--- config.mk ---
export PLATFORM = sky130hd
export DESIGN_NAME = keypad_scan_debounce
export DESIGN_NICKNAME = d
export VERILOG_FILES = /design/src/rtl/keypad_scan_debounce_pkg.sv /design/src/rtl/keypad_scan_debounce_pad_sync.sv /design/src/rtl/keypad_scan_debounce.sv
export SDC_FILE = /design/constraint.sdc
export NUM_CORES = 1
export LEC_CHECK = 0
export ABC_AREA = 1
export CORE_ASPECT_RATIO = 0.75
export CORE_MARGIN = 3
export CORE_UTILIZATION = 30
export DETAILED_ROUTE_END_ITERATION = 8
export SLEW_MARGIN = 20
export SYNTH_ARGS = -nofsm -noshare
export SYNTH_HDL_FRONTEND = slang
export SYNTH_SLANG_ARGS = --single-unit
--- constraint.sdc ---
create_clock -name clk_40M -period 5.5 [get_ports clk_40M]
set_input_delay 1.375 -clock clk_40M [delete_from_list [all_inputs] [get_ports clk_40M]]
set_output_delay 1.375 -clock clk_40M [all_outputs]
set_load 0.05 [all_outputs]
--- src/rtl/keypad_scan_debounce_pkg.sv ---
// -----------------------------------------------------------------------------
// keypad_scan_debounce_pkg
//   Shared definitions for the keypad front end and the game-status FSM that
//   consumes its key events.
//   Contents:
//     pad_state_t  - 2-bit scanner state encoding (SCAN / DEBOUNCE / HOLD)
//     KEY_*        - key codes the game FSM maps to moves, as {row, col}
//     ROWS_IDLE    - row pattern with no key pulling any row low
//     single_low   - true when exactly one row line is low
//     low_index    - index of the low row line (meaningful with single_low)
// -----------------------------------------------------------------------------
package keypad_scan_debounce_pkg;

   // Scanner states. The numeric values are fixed so the game FSM and any
   // debug tap see the same codes.
   typedef enum logic [1:0] {
      ST_SCAN     = 2'd0,
      ST_DEBOUNCE = 2'd1,
      ST_HOLD     = 2'd2
   } pad_state_t;

   // Key codes are {row_idx[1:0], col_idx[1:0]} of the physical switch.
   localparam logic [3:0] KEY_DOWN   = 4'h9;
   localparam logic [3:0] KEY_LEFT   = 4'h4;
   localparam logic [3:0] KEY_RIGHT  = 4'h6;
   localparam logic [3:0] KEY_ROTATE = 4'h1;

   // Rows are pulled up, so an untouched column reads all ones.
   localparam logic [3:0] ROWS_IDLE = 4'b1111;

   // Counting the low lines lets the scanner reject ghosting and multi-key
   // chords on one column, where the row index would be ambiguous.
   function automatic logic single_low(input logic [3:0] rows);
      logic [2:0] zeros;
      zeros = 3'd0;
      for (int i = 0; i < 4; i++) begin
         zeros = zeros + {2'b00, ~rows[i]};
      end
      return (zeros == 3'd1);
   endfunction

   // Encodes the position of the low row. Only called once single_low has
   // confirmed there is exactly one such row.
   function automatic logic [1:0] low_index(input logic [3:0] rows);
      logic [1:0] idx;
      idx = 2'd0;
      for (int i = 0; i < 4; i++) begin
         if (!rows[i]) begin
            idx = 2'(i);
         end
      end
      return idx;
   endfunction

endpackage

--- src/rtl/keypad_scan_debounce_pad_sync.sv ---
// -----------------------------------------------------------------------------
// pad_sync
//   Two-flop synchronizer for a bus of independent, slowly changing inputs
//   (keypad rows). Each bit is synchronized on its own; there is no bus
//   coherency guarantee, which the debouncer downstream tolerates.
//   Ports:
//     clk    in   1      destination clock
//     rst_n  in   1      asynchronous, active-low reset; flops go to all ones
//     d      in   WIDTH  asynchronous input bus
//     q      out  WIDTH  synchronized output bus
// -----------------------------------------------------------------------------
module pad_sync #(
   parameter int WIDTH = 4
) (
   input  logic             clk,
   input  logic             rst_n,
   input  logic [WIDTH-1:0] d,
   output logic [WIDTH-1:0] q
);

   logic [WIDTH-1:0] meta;

   // First stage may go metastable; the second stage gives it a full cycle
   // to settle. Resetting to all ones matches the idle level of pulled-up rows
   // so no phantom key is seen while coming out of reset.
   always_ff @(posedge clk or negedge rst_n) begin
      if (!rst_n) begin
         meta <= '1;
         q    <= '1;
      end else begin
         meta <= d;
         q    <= meta;
      end
   end

endmodule

--- src/rtl/keypad_scan_debounce.sv ---
// -----------------------------------------------------------------------------
// keypad_scan_debounce
//   Scans a 4x4 active-low matrix keypad one column at a time, debounces the
//   found key and emits exactly one pad_pressed pulse per physical press.
//   Ports:
//     clk_40M      in   1  system clock
//     rst_n        in   1  asynchronous, active-low reset
//     pad_row      in   4  keypad rows, active low, asynchronous to clk_40M
//     pad_col      out  4  column drive, exactly one bit low
//     pad_key      out  4  last accepted key, {row_idx, col_idx}
//     pad_pressed  out  1  one-cycle pulse on an accepted press
//     pad_held     out  1  high from press acceptance to release acceptance
//   Parameters:
//     SCAN_DIV      cycles each column is driven before the rows are sampled
//     DEBOUNCE_CNT  consecutive stable cycles needed to accept press/release
// -----------------------------------------------------------------------------
module keypad_scan_debounce
   import keypad_scan_debounce_pkg::*;
#(
   parameter int SCAN_DIV     = 40000,
   parameter int DEBOUNCE_CNT = 400000
) (
   input  logic       clk_40M,
   input  logic       rst_n,
   input  logic [3:0] pad_row,
   output logic [3:0] pad_col,
   output logic [3:0] pad_key,
   output logic       pad_pressed,
   output logic       pad_held
);

   localparam int DIV_W = (SCAN_DIV > 1)     ? $clog2(SCAN_DIV)     : 1;
   localparam int DEB_W = (DEBOUNCE_CNT > 1) ? $clog2(DEBOUNCE_CNT) : 1;

   localparam logic [DIV_W-1:0] DIV_LAST = DIV_W'(SCAN_DIV - 1);
   localparam logic [DEB_W-1:0] DEB_LAST = DEB_W'(DEBOUNCE_CNT - 1);

   pad_state_t       state;
   pad_state_t       state_next;

   logic [3:0]       rs;
   logic [1:0]       col_idx;
   logic [1:0]       col_next;
   logic [DIV_W-1:0] div_cnt;
   logic [DIV_W-1:0] div_next;
   logic [DEB_W-1:0] deb_cnt;
   logic [DEB_W-1:0] deb_next;
   logic [1:0]       row_idx;
   logic [1:0]       row_next;
   logic [3:0]       pattern;
   logic [3:0]       pattern_next;
   logic [3:0]       key_next;
   logic             pressed_next;
   logic             held_next;

   logic             div_done;
   logic             deb_done;
   logic             rows_match;
   logic             rows_idle;
   logic             one_low;

   pad_sync #(
      .WIDTH (4)
   ) u_row_sync (
      .clk   (clk_40M),
      .rst_n (rst_n),
      .d     (pad_row),
      .q     (rs)
   );

   // Terminal-count and row-pattern qualifiers shared by the next-state and
   // datapath logic, so both always agree on what the current cycle means.
   always_comb begin
      div_done   = (div_cnt == DIV_LAST);
      deb_done   = (deb_cnt == DEB_LAST);
      rows_match = (rs == pattern);
      rows_idle  = (rs == ROWS_IDLE);
      one_low    = single_low(rs);
   end

   // State register. Reset returns to scanning regardless of where the FSM
   // was, which also abandons any half-finished debounce.
   always_ff @(posedge clk_40M or negedge rst_n) begin
      if (!rst_n) begin
         state <= ST_SCAN;
      end else begin
         state <= state_next;
      end
   end

   // Next-state logic. SCAN only leaves when a column shows one clean key;
   // DEBOUNCE falls back to SCAN on any disagreement with the latched rows;
   // HOLD waits for a full stable release before scanning resumes.
   always_comb begin
      state_next = state;
      case (state)
         ST_SCAN: begin
            if (div_done && one_low) begin
               state_next = ST_DEBOUNCE;
            end
         end
         ST_DEBOUNCE: begin
            if (!rows_match) begin
               state_next = ST_SCAN;
            end else if (deb_done) begin
               state_next = ST_HOLD;
            end
         end
         ST_HOLD: begin
            if (rows_idle && deb_done) begin
               state_next = ST_SCAN;
            end
         end
         default: begin
            state_next = ST_SCAN;
         end
      endcase
   end

   // Datapath and output next values. Counters only increment below their
   // terminal value, so they never wrap. The column only advances after an
   // empty/ambiguous sample or after a release, so a key under debounce or
   // hold keeps its own column driven. A failed debounce keeps the column and
   // restarts its dwell, giving the same key another chance on the next sample.
   always_comb begin
      col_next     = col_idx;
      div_next     = div_cnt;
      deb_next     = deb_cnt;
      row_next     = row_idx;
      pattern_next = pattern;
      key_next     = pad_key;
      pressed_next = 1'b0;
      held_next    = pad_held;
      case (state)
         ST_SCAN: begin
            if (div_done) begin
               div_next = '0;
               if (one_low) begin
                  row_next     = low_index(rs);
                  pattern_next = rs;
                  deb_next     = '0;
               end else begin
                  col_next = col_idx + 2'd1;
               end
            end else begin
               div_next = div_cnt + 1'b1;
            end
         end
         ST_DEBOUNCE: begin
            if (!rows_match) begin
               div_next = '0;
               deb_next = '0;
            end else if (deb_done) begin
               key_next     = {row_idx, col_idx};
               pressed_next = 1'b1;
               held_next    = 1'b1;
               deb_next     = '0;
            end else begin
               deb_next = deb_cnt + 1'b1;
            end
         end
         ST_HOLD: begin
            if (!rows_idle) begin
               deb_next = '0;
            end else if (deb_done) begin
               held_next = 1'b0;
               col_next  = col_idx + 2'd1;
               deb_next  = '0;
               div_next  = '0;
            end else begin
               deb_next = deb_cnt + 1'b1;
            end
         end
         default: begin
            deb_next = '0;
            div_next = '0;
         end
      endcase
   end

   // Datapath and output registers. pad_col is registered from the next
   // column index so the drive and col_idx always change on the same edge.
   always_ff @(posedge clk_40M or negedge rst_n) begin
      if (!rst_n) begin
         col_idx     <= 2'd0;
         div_cnt     <= '0;
         deb_cnt     <= '0;
         row_idx     <= 2'd0;
         pattern     <= ROWS_IDLE;
         pad_col     <= 4'b1110;
         pad_key     <= 4'h0;
         pad_pressed <= 1'b0;
         pad_held    <= 1'b0;
      end else begin
         col_idx     <= col_next;
         div_cnt     <= div_next;
         deb_cnt     <= deb_next;
         row_idx     <= row_next;
         pattern     <= pattern_next;
         pad_col     <= ~(4'b0001 << col_next);
         pad_key     <= key_next;
         pad_pressed <= pressed_next;
         pad_held    <= held_next;
      end
   end

endmodule

After elaboration in Yosys (flattened, before gate mapping):

Index checks and enable logic that the tools add are counted.

* flip-flop bits (word level): 63
* latch bits: 0
* bits in writable memories: 0
* bits in read-only memories: 0
* input port bits: 6
* word-level logic and storage cells: 83
* memories kept: 0

* add/sub/neg operators: 6
* multiply operators: 0
* div/mod/pow operators: 0
* order comparisons: 0
* equal/unequal tests: 17
* shifts and indexed selects: 1
* multiplexer cells: 32
* bitwise operators: 5
* reductions and logical operators: 10

Operators with widths (count)
* 19-bit 2-to-1 mux: 5
* 16-bit 2-to-1 mux: 4
* 19-bit case mux with 3 select lines: 1
* 16-bit case mux with 3 select lines: 1
* 2-bit 2-to-1 mux: 10
* 19-bit by 1-bit adder with 19-bit output, second input constant: 1
* 19-bit equality test, second input constant: 1
* 2-bit inequality test, second input constant: 9
* 16-bit by 1-bit adder with 16-bit output, second input constant: 1
* 16-bit equality test, second input constant: 1
* 3-bit AND reduction: 4
* 1-bit 2-to-1 mux: 8
* 2-bit case mux with 3 select lines: 1
* 5-bit AND reduction: 1
* 4-bit equality test: 1
* 4-bit equality test, second input constant: 1
* 1-bit inverter: 4
* 4-bit inverter: 1
* 2-bit case mux with 2 select lines: 1
* 1-bit by 2-bit << shifter with 4-bit output, first input constant: 1
* 2-bit by 1-bit adder with 3-bit output: 1
* 3-bit by 1-bit adder with 3-bit output: 1
* 3-bit by 1-bit equality test with 1-bit output, second input constant: 1
* 3-bit inequality test, second input constant: 1
* other kinds (9): 10

Depth between registers and ports, before layout:

* word-level depth: 10
* depth in mapped cells: 12
* depth with buffers taken out: 12

Hierarchy:

Synthesis repeated with hierarchy kept, for this count alone.

* cell total of the unflattened synthesis: 469
* area, all modules: 3564.7 um^2

By module, submodules not included
* keypad_scan_debounce: instances 1, cells an instance 461, area each 3354.5 um^2
* pad_sync: instances 1, cells an instance 8, area each 210.2 um^2

Least setup slack after synthesis:

Ideal clock, no wire load.

* path kind: flip-flop to flip-flop
* start point: register u_row_sync.q[2]
* end point: register deb_cnt[11]
* setup time: 0.118 ns
* arrival time: 2.265 ns
* required time: 5.382 ns
* path slack: 3.117 ns
* stages on the path, launching flop included: 12
* path buffers: 1
* clock period less this slack: 2.383 ns
* path through: dfstp_2 fa_1 inv_1 ha_1 ha_1 nor3_1 nand3_2 nand2_4 buf_8 nand2_1 xor2_1 nor2_1

* longest elaborated chain between the ends: 6
* elaborated cells between the ends (all ways): 11
* those cells by class: add/sub (2); eq/ne (4); mux (3); bitwise (1); reduce/logical (1)

RTL lines
* start, declared: RTL line keypad_scan_debounce_pad_sync.sv:18 `output logic [WIDTH-1:0] q`
* start signal, assigned: RTL line keypad_scan_debounce_pad_sync.sv:32 `q <= meta;`
* 1-bit inverter: RTL line keypad_scan_debounce_pkg.sv:37 `zeros = zeros + {2'b00, ~rows[i]};`
* 2-bit by 1-bit adder with 3-bit output: RTL line keypad_scan_debounce_pkg.sv:37
* 3-bit by 1-bit adder with 3-bit output: RTL line keypad_scan_debounce_pkg.sv:37
* 3-bit by 1-bit equality test with 1-bit output: RTL line keypad_scan_debounce_pkg.sv:39 `return (zeros == 3'd1);`
* 2-bit inequality test (no source line)
* 2-bit AND reduction (no source line)
* end signal, assigned: RTL line keypad_scan_debounce.sv:197 `deb_cnt <= deb_next;`
* end, declared: RTL line keypad_scan_debounce.sv:46 `logic [DEB_W-1:0] deb_cnt;`

Parallel ways exist; a longest one is shown, timed or not.
A chain may end at the register's enable or synchronous reset.

Worst setup path in the final report:

* start point: register pad_col[2]
* end point: output port pad_col[2]

RTL lines
* start, declared: RTL line keypad_scan_debounce.sv:26 `output logic [3:0] pad_col,`
* start signal, assigned: RTL line keypad_scan_debounce.sv:200 `pad_col <= ~(4'b0001 << col_next);`

No word-level cell between the ends.

==> qor.csv <==
stage;metric;value;unit
die;die_h;100;um
timing;max_freq;332;MHz
yosys;ys_seq_area_frac;0.447;
timing;worst-slew-pin-transition;0.817;ns
die;num_rows;33;
yosys;ys_ff_latch;63;
timing;rsz0062_at_grt;false;
run_status;status;completed;
final_layout;utilization;0.371;
run;cap_violations;0;
clock_network;cts_buffers;9;
clock_network;clockBufferDepth;2;
drt;post_drt_wl_per_cell;12.6;um
drt;first_pass_iters;5;
timing;finalHoldViolCount;0;
clock_network;cts_setup_buffers;0;
timing;setup_tns;0;ns
clock_network;path_clk_slew;0.05;ns
timing;slew_violations;0;
global_route;grt_max_degree;64;
critical_path;cp_slowest_cell;clkdlybuf4s50_1;
critical_path;cp-start-kind;flop;
critical_path;path_cells;clkdlybuf4s50_1;
final_layout;layout_common_cells;127 x nand2_1, 63 x nor2_1, 59 x inv_1;
critical_path;required;4.12;ns
yosys;yosys_warnings;0;
timing;finalClockSkew;0.00371;ns
clock_network;numClockSinks;63;
timing;finalCriticalPeriod;3.01;ns
clock_network;cts_tree;yes;
drt;route.detailed.drc;0;
placed_design;place_congestion;0.924;
clock_network;root_buffer;clkbuf_16;
timing;relSlewSlack;0.455;
placed_design;portBuffers;15;
yosys;synth_nets;486;
die;io_pins;16;
drt;route.detailed.vias_per_inst;4.77;
pwr;p_leak;1.88;nW
critical_path;cpPeakStageDelay;0.79;ns
global_route;grt_overflow;0;
timing;setup_viol;0;
die;die_area;13300;sq um
pwr;peakVddDrop;0.163;mV
final_layout;drive_gt1_frac;0.101;
min_path;hp-start;u_row_sync.meta[3];
yosys;syn-instance-count;472;
placed_design;dp_worst_setup_slack;2.62;ns
clock_network;clkLatencyLatePin;0.33;ns
yosys;syn_area;3570;sq um
drt;vias;3114;
drt;wirelength;8240;um
final_layout;antenna_cells;0;
critical_path;critPathTopFamily;buffers and inverters;
pwr;powerDensity;265;nW/um^2
pwr;power;1.11;mW
yosys;syn_avg_cell_area;7.57;sq um
die;initial_core_util;0.317;
placed_design;dpl.hpwl;5790;um
drt;drtIter0Drc;225;
global_route;grt.total_usage;0.134;
critical_path;endpoint_kind;output port;
critical_path;r2r-start;u_row_sync.q[2];
global_route;grt_pass1_vias;2978;
global_route;grt_antenna_before_repair;0;
yosys;synth.distinct_cells;34;
final_layout;final_common_cell;nand2_1;
timing;fin_ws;2.49;ns
timing;hold_slack;0.354;ns
die;fp.dieW;132;um
clock_network;cts-resized-gates;0;
final_layout;areaGrowthSynthToFinish;17.0;%
critical_path;arrival;1.63;ns
final_layout;layout.nets;505;
drt;ant_nets;0;
die;fp.coreArea;11300;sq um
timing;period_share;0.547;
min_path;hold_path.class;reg -> reg;
critical_path;worst-path-max-fanout;1;
clock_network;cts_hold_buf;0;
global_route;grt_pass1_wl;14300;um
clock_network;htreeDepth;3;
critical_path;crit_buf_inv;1;
critical_path;critical_path_class;reg -> out;
critical_path;crit_start;pad_col[2];
## area by class of cell
type	count	area, sq um
Inverter	63	236
Fill cell	1168	7100
Timing Repair Buffer	16	153
Clock buffer	9	225
Tap cell	157	196
Sequential cell	63	1600
Multi-Input combinational cell	338	1670
Clock inverter	7	97.6
## stage by stage
step / cells / area (sq um)
after floorplan: 472 / 3570
after global placement: 637 / 3850
after detailed placement: 637 / 3850
after CTS: 653 / 4180
after global routing: 653 / 4180
final: 653 / 4180
## cell usage after synthesis (all sizes together)
master | n | area, sq um
nor3 | 16 | 80.1
a21oi | 1 | 5.00
a211oi | 1 | 7.51
a31oi | 1 | 6.26
dfrtp | 48 | 1200
nand2 | 132 | 518
o21bai | 3 | 22.5
nand4 | 20 | 125
dfstp | 15 | 394
o21ai | 29 | 149
nor3b | 2 | 15.0
xor2 | 12 | 105
a22oi | 1 | 7.51
nand3b | 2 | 15.0
inv | 63 | 236
ha | 7 | 87.6
buf | 6 | 58.8
xnor2 | 3 | 26.3
nor4 | 1 | 6.26
clkbuf | 2 | 7.51
nand3 | 37 | 190
nor2 | 68 | 278
fa | 1 | 20.0
a31o | 1 | 8.76
## per-layer routing
layer  global-route usage  up-vias  part of all wire
met5                    0        -                 0
met4               0.0444        0             0.015
met3               0.0419       10             0.058
met2                0.197       89              0.42
met1                0.187     1465              0.50
li1                     -     1550                 -
## where the power goes
part | internal, mW | switching, mW
Clock | 0.397 | 0.215
Combinational | 0.00726 | 0.0165
Sequential | 0.469 | 0.00267
## sequential cells by signal, indices dropped and copies added (netlist names), 2 cells and up
name	count
pad_key	4
pad_col	4
col_idx	2
deb_cnt	19
div_cnt	16
state	2
u_row_sync.q	4
pattern	4
u_row_sync.meta	4
row_idx	2
## worst paths after layout
path | to | slack [ns] | cells after the start
min in group asynchronous | row_idx[1] | 1.23 | 2
worst min register to register | u_row_sync.q[3] | 0.35 | 0
worst max-delay path | pad_col[2] | 2.49 | 1
max in group asynchronous | div_cnt[7] | 3.74 | 2
worst min-delay path | u_row_sync.q[3] | 0.35 | 0
worst max register to register | deb_cnt[7] | 2.61 | 10
## kinds of logic after synthesis
kind of cell             share of synthesized area
XOR/XNOR                                    0.0368
buffers and inverters                       0.0848
adder cells (fa/ha/maj)                     0.0301
AO/OA/AOI/OAI                               0.0578
AND/OR/NAND/NOR                              0.344
flip-flops                                   0.447
Note: power is estimated with default switching activity, not from simulation.
